**config.mk**
```make
export PLATFORM = sky130hd
export DESIGN_NAME = note_tone_generator
export DESIGN_NICKNAME = d
export VERILOG_FILES = /design/src/rtl/note_tone_generator.sv
export SDC_FILE = /design/constraint.sdc
export NUM_CORES = 1
export LEC_CHECK = 0
export CORE_ASPECT_RATIO = 1.25
export CORE_MARGIN = 4
export CORE_UTILIZATION = 55
export DETAILED_ROUTE_END_ITERATION = 10
export PLACE_DENSITY_LB_ADDON = 0.2
export SYNTH_ARGS = -nofsm -noshare
export SYNTH_HDL_FRONTEND = slang
export SYNTH_SLANG_ARGS = --single-unit
```
**constraint.sdc**
```tcl
create_clock -name clk -period 9.9 [get_ports clk]
set_input_delay 0.99 -clock clk [delete_from_list [all_inputs] [get_ports clk]]
set_output_delay 0.99 -clock clk [all_outputs]
set_load 0.05 [all_outputs]
```
**src/rtl/note_tone_generator.sv**
```systemverilog
// Note tone generator: latches a note on each gate rising edge, drives a 50%-duty
// square wave while the gate is high, and ends on a clean high-to-low edge.
module note_tone_generator #(
  parameter int unsigned HALF_W = 18,
  parameter int unsigned CLK_HZ = 100000000
) (
  input  logic       clk,
  input  logic       rst,
  input  logic       play_sound,
  input  logic [3:0] note_code,
  input  logic [1:0] octave,
  output logic       speaker,
  output logic       amp_en,
  output logic       busy,
  output logic       note_done
);

  // The pitch table holds cycle counts for a 100 MHz clock only.
  if (CLK_HZ != 32'd100000000) begin : g_clk_check
    $error("note_tone_generator: pitch table assumes a 100 MHz clock");
  end

  typedef enum logic [1:0] {
    IDLE = 2'd0,
    PLAY = 2'd1,
    STOP = 2'd2,
    REST = 2'd3
  } state_e;

  function automatic logic [HALF_W-1:0] pitch_half(input logic [3:0] code);
    logic [HALF_W-1:0] h;
    case (code)
      4'd1:    h = HALF_W'(191113);
      4'd2:    h = HALF_W'(180388);
      4'd3:    h = HALF_W'(170262);
      4'd4:    h = HALF_W'(160706);
      4'd5:    h = HALF_W'(151686);
      4'd6:    h = HALF_W'(143173);
      4'd7:    h = HALF_W'(135139);
      4'd8:    h = HALF_W'(127551);
      4'd9:    h = HALF_W'(120395);
      4'd10:   h = HALF_W'(113636);
      4'd11:   h = HALF_W'(107259);
      4'd12:   h = HALF_W'(101238);
      4'd13:   h = HALF_W'(95557);
      default: h = HALF_W'(1);
    endcase
    return h;
  endfunction

  state_e            state_q, state_d;
  logic [HALF_W-1:0] cnt_q, cnt_d;
  logic [HALF_W-1:0] half_q, half_d;
  logic [HALF_W-1:0] nhalf_q, nhalf_d;
  logic              rest_q, rest_d;
  logic              nrest_q, nrest_d;
  logic              pend_q, pend_d;
  logic              speaker_q, speaker_d;
  logic              amp_en_q, amp_en_d;
  logic              busy_q, busy_d;
  logic              done_q, done_d;
  logic              gate_q;

  logic              rise_c;
  logic              finish_c;
  logic [HALF_W-1:0] half_lk_c;
  logic              rest_lk_c;
  logic              half_end_c;

  assign rise_c     = play_sound & ~gate_q;
  assign rest_lk_c  = (note_code == 4'd0) || (note_code >= 4'd14);
  assign half_lk_c  = pitch_half(note_code) >> octave;
  assign half_end_c = (cnt_q == half_q - HALF_W'(1));

  // Next-state and output logic; a finishing note may chain straight into the next one.
  always_comb begin
    state_d   = state_q;
    cnt_d     = cnt_q;
    half_d    = half_q;
    rest_d    = rest_q;
    nhalf_d   = nhalf_q;
    nrest_d   = nrest_q;
    pend_d    = pend_q;
    speaker_d = speaker_q;
    done_d    = 1'b0;
    finish_c  = 1'b0;

    case (state_q)
      IDLE: begin
        if (rise_c) begin
          state_d   = rest_lk_c ? REST : PLAY;
          half_d    = half_lk_c;
          rest_d    = rest_lk_c;
          speaker_d = ~rest_lk_c;
          cnt_d     = '0;
        end
      end
      PLAY: begin
        if (half_end_c) begin
          speaker_d = ~speaker_q;
          cnt_d     = '0;
        end else begin
          cnt_d = cnt_q + HALF_W'(1);
        end
        if (!play_sound) state_d = STOP;
      end
      STOP: begin
        if (!speaker_q || half_end_c) begin
          finish_c = 1'b1;
        end else begin
          cnt_d = cnt_q + HALF_W'(1);
          if (rise_c) begin
            pend_d  = 1'b1;
            nhalf_d = half_lk_c;
            nrest_d = rest_lk_c;
          end
        end
      end
      REST: begin
        if (!play_sound) finish_c = 1'b1;
      end
      default: state_d = IDLE;
    endcase

    if (finish_c) begin
      done_d    = 1'b1;
      speaker_d = 1'b0;
      cnt_d     = '0;
      state_d   = IDLE;
      if (rise_c) begin
        state_d   = rest_lk_c ? REST : PLAY;
        half_d    = half_lk_c;
        rest_d    = rest_lk_c;
        speaker_d = ~rest_lk_c;
      end else if (pend_q) begin
        state_d   = nrest_q ? REST : PLAY;
        half_d    = nhalf_q;
        rest_d    = nrest_q;
        speaker_d = ~nrest_q;
        pend_d    = 1'b0;
      end
    end

    amp_en_d = (state_d == PLAY) || (state_d == STOP);
    busy_d   = (state_d != IDLE);
  end

  always_ff @(posedge clk) begin
    if (rst) begin
      state_q   <= IDLE;
      cnt_q     <= '0;
      half_q    <= '0;
      rest_q    <= 1'b0;
      nhalf_q   <= '0;
      nrest_q   <= 1'b0;
      pend_q    <= 1'b0;
      speaker_q <= 1'b0;
      amp_en_q  <= 1'b0;
      busy_q    <= 1'b0;
      done_q    <= 1'b0;
      gate_q    <= 1'b1;
    end else begin
      state_q   <= state_d;
      cnt_q     <= cnt_d;
      half_q    <= half_d;
      rest_q    <= rest_d;
      nhalf_q   <= nhalf_d;
      nrest_q   <= nrest_d;
      pend_q    <= pend_d;
      speaker_q <= speaker_d;
      amp_en_q  <= amp_en_d;
      busy_q    <= busy_d;
      done_q    <= done_d;
      gate_q    <= play_sound;
    end
  end

  assign speaker   = speaker_q;
  assign amp_en    = amp_en_q;
  assign busy      = busy_q;
  assign note_done = done_q;

endmodule

```
---- Word level (Yosys, flattened, before mapping) ----
Memories as Yosys holds them, arrays and structs flattened.
Cells that the tools add are included.
word-level totals
  register bits ........................... 63
  memory bits (read-only) ................. 288
  input port bits ......................... 9
  output and inout port bits .............. 4
  word-level logic and storage cells ...... 78
  memories ................................ 1
cells by class
  add/sub/neg operators ................... 2
  magnitude comparators ................... 1
  equal/unequal tests ..................... 10
  shift-type cells ........................ 1
  mux-type cells .......................... 33
  bitwise operators ....................... 6
  reduce and logical (&&, ||, !) cells .... 13
memories
  memory            depth  width  rd ports  clocked after Yosys merged registers in  write ports  line  source
  (name not given)  16     18     1         0                                        0            32    case (code)
operators by type and width
  operator                                                   number
  2-to-1 mux 18 bit                                          8
  one-hot mux 18 bit (3 select lines)                        1
  adder 18 x 1 -> 18 bit (second input constant)             1
  equality test 18 bit                                       1
  >> shifter 18 x 2 -> 18 bit                                1
  subtractor 18 x 1 -> 18 bit (second input constant)        1
  2-to-1 mux 1 bit                                           14
  2-to-1 mux 2 bit                                           7
  AND reduction 3 bit                                        3
  equality test 2 bit (second input constant)                3
  inequality test 3 bit (second input constant)              2
  nonzero test 3 bit                                         2
  NOT 1 bit                                                  5
  equality test 2 x 1 -> 1 bit (second input constant)       2
  greater-or-equal comparator 4 bit (second input constant)  1
  zero test 4 bit                                            1
  inequality test 2 bit (second input constant)              2
  one-hot mux 1 bit (2 select lines)                         2
  one-hot mux 2 bit (2 select lines)                         1
  logical OR 1 bit                                           3
  zero test 2 bit                                            1
  nonzero test 2 bit                                         1
  OR reduction 2 bit                                         1
  AND 1 bit                                                  1
  zero test 1 bit                                            1

---- Depth between registers and ports, before layout ----
Gate-level depths: netlist of run 1.
  word-level depth ........................ 8
  gate-level depth with buffers ........... 13
  gate-level depth less buffers ........... 12

---- Worst setup path before layout of run 1 ----
No wires, ideal clock.
  kind .................................... reg-to-reg
  from .................................... register half_q[0]
  to ...................................... register amp_en_q, in the netlist amp_en
  setup time .............................. 0.128 ns
  data arrival time ....................... 3.318 ns
  required time ........................... 9.772 ns
  setup slack ............................. 6.454 ns
  cell stages (with the launch flop) ...... 14
  path buffers ............................ 1
  period minus slack after synthesis ...... 3.446 ns
  path through ............................ dfxtp_1 inv_1 ha_1 or4b_4 or4_1 nand3_1 a31oi_1 or4b_4 nor2_4 a21oi_2 buf_6 mux2_2 ha_1 nor2b_1
on the way
  word-level cells in the longest chain between the ends .. 8
  elaborated cells on any way between the ends .. 9
  classes of those cells .................. add/sub: 1; eq/ne: 3; mux: 3; reduce/logical: 2
ends and longest elaborated chain
  what                                                                 line  source
  from (decl)                                                          53    logic [HALF_W-1:0] half_q, half_d;
  from (signal assigned)                                               165   half_q <= half_d;
  subtractor 18 x 1 -> 18 bit (*)                                      73    assign half_end_c = (cnt_q == half_q - HALF_W'(1));
  equality test 18 bit (*)                                             73
  logical OR 1 bit (*)                                                 108   if (!speaker_q || half_end_c) begin
  2-to-1 mux 1 bit (*)                                                 108
  one-hot mux 1 bit (2 select lines) (*)                               88    case (state_q)
  2-to-1 mux 2 bit (*)                                                 125   if (finish_c) begin
  equality test 2 x 1 -> 1 bit or equality test 2 bit (tied branches)  144   amp_en_d = (state_d == PLAY) || (state_d == STOP);
  logical OR 1 bit (*)                                                 144
  named net amp_en_d                                                   59    logic amp_en_q, amp_en_d;
  to (signal assigned)                                                 171   amp_en_q <= amp_en_d;
  to (decl)                                                            59
Mark *: on every way through the listed nets, which the timed path passes. The rest lies on a longest branch.
A chain may end at the register's enable or synchronous reset.

---- Final worst setup path of run 1 ----
  from .................................... register half_q[0]
  to ...................................... register half_q[6]
on the way
  word-level cells in the longest chain between the ends .. 6
ends and longest elaborated chain
  what                                line
  subtractor 18 x 1 -> 18 bit         73
  equality test 18 bit                73
  logical OR 1 bit                    108
  2-to-1 mux 1 bit                    108
  one-hot mux 1 bit (2 select lines)  88
  2-to-1 mux 18 bit                   125
No other way between the ends.

==> results.yml, run 1 <==
floorplan:
  dieArea_sq_mm: 0.009968
  start_util: 0.5624
  die_w_um: 90.11
  ios: 13
  core_sq_mm: 0.008240
  dieHeight_um: 110.6
  row_count: 37
clock_network:
  ctsResizeCount: 0
  cts_buffers: 9
  clockBufferDepth: 2
  cts_setup_buffers: 0
  clk_pin_slew_worst_paths_ns: 0.07
  postCtsHoldBufs: 0
  clock-sinks: 63
  root_buffer: "clkbuf_8"
  h-tree-depth: 3
  worstSkewPairLatency_ns: 0.36
  cts_tree: "yes"
sta:
  rsz0062_at_grt: "false"
  fin_crit_sh: 0.3948
  max_freq_mhz: 255.8
  hold_viol_final: 0
  min_period_ns: 3.909
  worst_pin_slew_ns: 1.077
  setup_tns_ns: 0
  setup_viol: 0
  maxSlewHeadroom: 0.2799
  report.final.slew_viol_count: 0
  fin_skew_ns: 0.01176
logic_synthesis:
  yosys.cell_types.count: 69
  syn-num-nets: 616
  synth.yosys.seq_area_share: 0.2721
  syn_area_per_cell_sq_um: 7.855
  ys.flop_type: "dfxtp_1"
  syn-instance-count: 590
  synthArstFlopShare: 0
  ys_ff_latch: 63
  ys_warn_count: 0
  syn-cell-area_sq_mm: 0.004634
  synth-edff-count: 0
critical_path:
  path_cells: "inv_1 -> ha_1 -> nor4b_1 -> nand4b_1 -> nor4b_1 -> a31oi_1 -> a2111o_1 -> nor2_4 -> a21oi_2 -> buf_4 -> or2_1 -> o2111a_1"
  crit_required_ns: 10.15
  crit_path_frequent_cell: "nor4b_1"
  cp_top_family: "simple AND/OR/NAND/NOR gates"
  critical-path-slowest-cell: "nor4b_1"
  cp.arrival_ns: 4.16
  slowest_delay_ns: 0.53
  worst_setup_path_end_kind: "register"
  path_class: "register to register"
  critPathLaunch: "half_q[0]$_SDFF_PP0_"
  r2r_start: "half_q[0]$_SDFF_PP0_"
  start_kind: "register"
  path_buf_inv: 2
  crit_fanout: 20
place:
  dp_cells: 664
  io_buffers: 12
  routabilityCongestion: 0.8795
  dp_hpwl_um: 8550
drt:
  drtIter0Drc: 203
  antenna_left: 0
  routed_wl_um: 11320
  wl_per_cell_um: 16.65
  drcViolationCount: 0
  num_vias: 4269
  drtPass1Iterations: 7
  avgViaCountPerCell: 6.278
global_routing:
  grtUsageTotal: 0.2250
  grt_max_degree: 38
  grt_pass1_vias: 3973
  antenna_found_initial: 0
  grt_overflow: 0
  grt_pass1_wl_um: 18570
power_and_ir_drop:
  power_density_mw_per_mm2: 130.9
  pwr-share-seq: 0.423
  p_comb_frac: 0.256
  total_power_mw: 0.6398
  intPower_mw: 0.4304
  p_leak_nw: 1.789
  power.switching_mw: 0.2094
  ir_drop_v: 0.00007387
  swShare: 0.3273
  power_frac_clock: 0.320
final_layout:
  drive_gt1_frac: 0.09605
  nets: 604
  areaGrowthSynthToFinish_pct: 5.427
  diodes: 0
  layout.cells.non_filler: 680
job:
  drv_cap: 0
min_path:
  hold_path.class: "register to register"
  min-delay-start: "nhalf_q[15]$_SDFFE_PP0P_"
run_status:
  status: "completed"
[final timing paths]
| check | endpoint | slack (ns) | depth (start not counted) |
|---|---|---|---|
| worst max-delay path | half_q[6]$_SDFF_PP0_ | 5.99 | 12 |
| worst min-delay path | nhalf_q[15]$_SDFFE_PP0P_ | 0.46 | 2 |
| worst max register to register | half_q[6]$_SDFF_PP0_ | 5.99 | 12 |
| worst min register to register | nhalf_q[15]$_SDFFE_PP0P_ | 0.46 | 2 |
[registers in the layout, summed over array words and instances (netlist names), 2 cells and up]
register  count
nhalf_q      18
half_q       18
state_q       2
cnt_q        18
[worst min-delay path, stage by stage (launching register included)]
cell     delay, ns
dfxtp_1       0.31
nand2_1       0.05
a21oi_1       0.05
[placed cells by master (no fill, tap or decap), types with 9 or more instances in the layout]
cell type,count
a211oi_1,10
a21oi_1,39
a21oi_2,9
clkbuf_8,11
clkdlybuf4s50_1,12
dfxtp_1,63
ha_1,17
inv_1,20
mux2_2,13
mux2i_1,21
nand2_1,60
nand3_1,15
nor2_1,56
nor2b_1,9
nor3_1,19
o211a_1,11
o21ai_0,39
o221ai_1,10
or3_1,16
xnor2_1,14
xor2_1,9
[cells in the mapped netlist (all sizes together) (3+ instances only)]
cell type / instances / area share
or3: 16 / 0.022
nand4: 4 / 0.0054
a21oi: 48 / 0.059
o211a: 11 / 0.024
nor3: 19 / 0.021
mux2i: 21 / 0.045
o221ai: 10 / 0.019
nand3: 15 / 0.016
xnor2: 14 / 0.026
nand3b: 3 / 0.0049
nor2b: 9 / 0.012
a31oi: 7 / 0.0094
ha: 17 / 0.046
nand2b: 6 / 0.0081
clkbuf: 25 / 0.021
o2111a: 4 / 0.0097
a211oi: 10 / 0.016
dfxtp: 63 / 0.27
and3: 5 / 0.0067
xor2: 9 / 0.017
mux2: 13 / 0.032
o211ai: 6 / 0.011
nor2: 60 / 0.052
o221a: 3 / 0.0073
o21a: 3 / 0.0065
inv: 20 / 0.016
o31ai: 6 / 0.0097
buf: 14 / 0.022
nor3b: 3 / 0.0049
o21ai: 41 / 0.048
o22ai: 3 / 0.0041
nand2: 60 / 0.049
or4: 7 / 0.011
nor4: 5 / 0.0081
[area by class of cell]
cell class / count / area, sq um
timing repair buffer: 16 / 150.1
tap: 97 / 121.4
multi-input combinational: 468 / 3100
sequential: 63 / 1261
clock buffer: 14 / 162.7
fill: 758 / 3354
inverter: 20 / 75.07
clock inverter: 2 / 15.01
[routing by layer]
| metal | up-vias | routed length (um) | global-route usage |
|---|---|---|---|
| met2 | 99 | 5654 | 0.3953 |
| met1 | 2000 | 4868 | 0.2614 |
| met4 | 0 | 408 | 0.1164 |
| met5 | - | 0 | 0 |
| li1 | 2135 | - | - |
| met3 | 35 | 389 | 0.03542 |
[power by group through the flow]
stage,clock network [mW],logic [mW],registers [mW]
2_1_floorplan,0,0.126,0.279
3_3_place_gp,0,0.159,0.276
3_5_place_dp,0,0.163,0.276
4_1_cts,0.209,0.164,0.271
5_1_grt,0.220,0.180,0.272
6_report,0.205,0.164,0.271
[per-stage QoR]
step           hold WS (ns)  cell area [sq um]  worst slack (ns)    util
2_1_floorplan        0.4320               4634             6.454       -
3_3_place_gp         0.4458               4708             5.802  0.5714
3_5_place_dp         0.4497               4708             5.800  0.5714
4_1_cts              0.4591               4886             5.991  0.5929
5_1_grt              0.4950               4886             5.743  0.5929
6_report             0.4596               4886             5.991  0.5929
[kinds of logic (layout without fill, tap and decap cells)]
group                    after synthesis  in the layout  share of synthesized area
XOR/XNOR                              23             23                    0.04347
AO/OA/AOI/OAI                        172            172                     0.2600
adder cells (fa/ha/maj)               17             17                    0.04590
AND/OR/NAND/NOR                      221            221                     0.2379
multiplexers                          35             35                    0.08180
flip-flops                            63             63                     0.2721
buffers and inverters                 59             52                    0.05885
(Power assumes the default switching activity.)
==> run 2: changes to the inputs <==
==> constraint.sdc (replaced) <==
create_clock -name clk -period 3.16 [get_ports clk]
set_input_delay 0.316 -clock clk [delete_from_list [all_inputs] [get_ports clk]]
set_output_delay 0.316 -clock clk [all_outputs]
set_load 0.05 [all_outputs]
==> results.yml, run 2 (synthesized netlist as in run 1, its figures left out) <==
floorplan:
  ios: 13
  core_sq_mm: 0.008240
  die_w_um: 90.11
  start_util: 0.5624
  dieHeight_um: 110.6
  row_count: 37
  dieArea_sq_mm: 0.009968
final_layout:
  final_util: 0.6613
  areaGrowthSynthToFinish_pct: 17.58
  nets: 650
  final_common_cell: "dfxtp_1"
  multiInputGateArea_sq_mm: 0.003217
  drive_gt1_frac: 0.1930
  final_cell_mix: "61 x dfxtp_1, 60 x nand2_1, 56 x nor2_1"
  regArea_sq_mm: 0.001264
  diodes: 0
  fillCellCount: 723
  reg.largest.list: "cnt_q x18, half_q x18, nhalf_q x18"
global_routing:
  grt_overflow: 0
  grt_pass1_vias: 4181
  antenna_found_initial: 0
  grt_pass1_wl_um: 20130
  grtUsageTotal: 0.2452
  grt_max_degree: 38
power_and_ir_drop:
  p_leak_nw: 2.093
  ir_drop_v: 0.0003124
  power_density_mw_per_mm2: 400.2
sta:
  report.final.slew_viol_count: 0
  maxSlewHeadroom: 0.6457
  rsz0062_at_grt: "true"
  min_period_ns: 3.201
  setup_tns_ns: -0.07236
  max_freq_mhz: 312.4
  fin_skew_ns: 0.005170
  setup_ws_ns: -0.04142
  fin_crit_sh: 1.013
  hold_viol_final: 0
  worst_pin_slew_ns: 0.5266
  setup_viol: 4
critical_path:
  start_kind: "register"
  slowest_delay_ns: 0.53
  crit_path_frequent_cell: "or4b_4"
  crit_required_ns: 3.45
  worst_setup_path_end_kind: "register"
  path_class: "register to register"
  critical-path-slowest-cell: "or4b_4"
  path_cells: "inv_2 -> ha_4 -> or4b_4 -> or4_1 -> nand3_1 -> a31oi_1 -> or4b_4 -> buf_6 -> o21a_4 -> o21ai_4 -> o211ai_4 -> buf_12 -> nor3_2"
  r2r_cells: 13
  cp.arrival_ns: 3.49
  crit_fanout: 7
clock_network:
  cts_tree: "yes"
  clock-sinks: 63
  root_buffer: "clkbuf_8"
  postCtsHoldBufs: 0
  clockBufferDepth: 2
  cts_buffers: 9
  h-tree-depth: 3
  clk_pin_slew_worst_paths_ns: 0.07
  worstSkewPairLatency_ns: 0.35
drt:
  antenna_left: 0
  wl_per_cell_um: 17.27
  num_vias: 4482
  avgViaCountPerCell: 6.191
  routed_wl_um: 12500
  drcViolationCount: 0
  drtPass1Iterations: 5
  drtIter0Drc: 255
place:
  dp_hpwl_um: 9415
  io_buffers: 12
  routabilityCongestion: 0.9544
min_path:
  hold_path.class: "register to register"
  hold_path_depth: 2
run_status:
  status: "complete, but fails checks"
  failed_checks: "setup timing"
job:
  drv_cap: 0
## run 2: changes by cell type in the layout (fill, tap and decap cells not counted), moves of 3 or more
| cell | delta |
|---|---|
| buf_4 | +37 |
| o21ai_0 | -4 |
| o21ai_1 | +4 |
| buf_12 | +3 |
| buf_6 | +3 |
| clkbuf_1 | -3 |
## run 2: metrics by stage
| stage | power [mW] | cell area, sq um | hold slack, ns | cells | setup WS, ns |
|---|---|---|---|---|---|
| after floorplan | 1.276 | 4666 | 0.4320 | 590 | -0.05892 |
| after global placement | 1.441 | 5092 | 0.4492 | 706 | -0.02974 |
| after detailed placement | 1.452 | 5092 | 0.4529 | 706 | -0.08153 |
| after CTS | 2.136 | 5290 | 0.4612 | 720 | -0.01159 |
| after global routing | 2.292 | 5449 | 0.4761 | 724 | -0.1025 |
| final | 2.180 | 5449 | 0.4584 | 724 | -0.04142 |
## run 2: final timing paths
kind                            slack, ns                       end                startpoint
worst max-delay path                -0.04     cnt_q[4]$_SDFFE_PP0P_      half_q[1]$_SDFF_PP0_
worst min-delay path                 0.46  nhalf_q[17]$_SDFFE_PP0P_  nhalf_q[17]$_SDFFE_PP0P_
worst max register to register      -0.04     cnt_q[4]$_SDFFE_PP0P_      half_q[1]$_SDFF_PP0_
worst min register to register       0.46  nhalf_q[17]$_SDFFE_PP0P_  nhalf_q[17]$_SDFFE_PP0P_
## run 2: cell type report
| class | count | area share |
|---|---|---|
| clock buffer | 10 | 0.02526 |
| clock inverter | 4 | 0.008726 |
| inverter | 20 | 0.01378 |
| multi-input combinational | 468 | 0.5904 |
| sequential | 63 | 0.2319 |
| tap | 97 | 0.02227 |
| timing repair buffer | 62 | 0.1077 |
## run 2: metal layers
layer / track usage / wire length (um) / share of wire / vias up
li1: - / - / - / 2232
met1: 0.2827 / 5114 / 0.41 / 2136
met2: 0.4482 / 6671 / 0.53 / 87
met3: 0.03951 / 349 / 0.028 / 27
met4: 0.09499 / 367 / 0.029 / 0
met5: 0 / 0 / 0 / -
## run 2: repair_timing
item,CTS,global route
gates cloned,0,2
endpoints found under the setup margin,23,47
hold endpoints to repair,0,0
setup buffers,0,2
resized for setup,4,22
pin swaps,0,11
## run 2: where the power goes
group	internal, mW	switching [mW]
clock network	0.374	0.313
logic	0.286	0.363
registers	0.818	0.0272
total	1.48	0.703
## run 2: critical path: cells and delay by family, from the launching register on
family / cells / cell delay, ns
AO/OA/AOI/OAI: 4 / 0.67
buffers and inverters: 3 / 0.39
adder cells (fa/ha/maj): 1 / 0.13
AND/OR/NAND/NOR: 5 / 1.61
flip-flops: 1 / 0.32
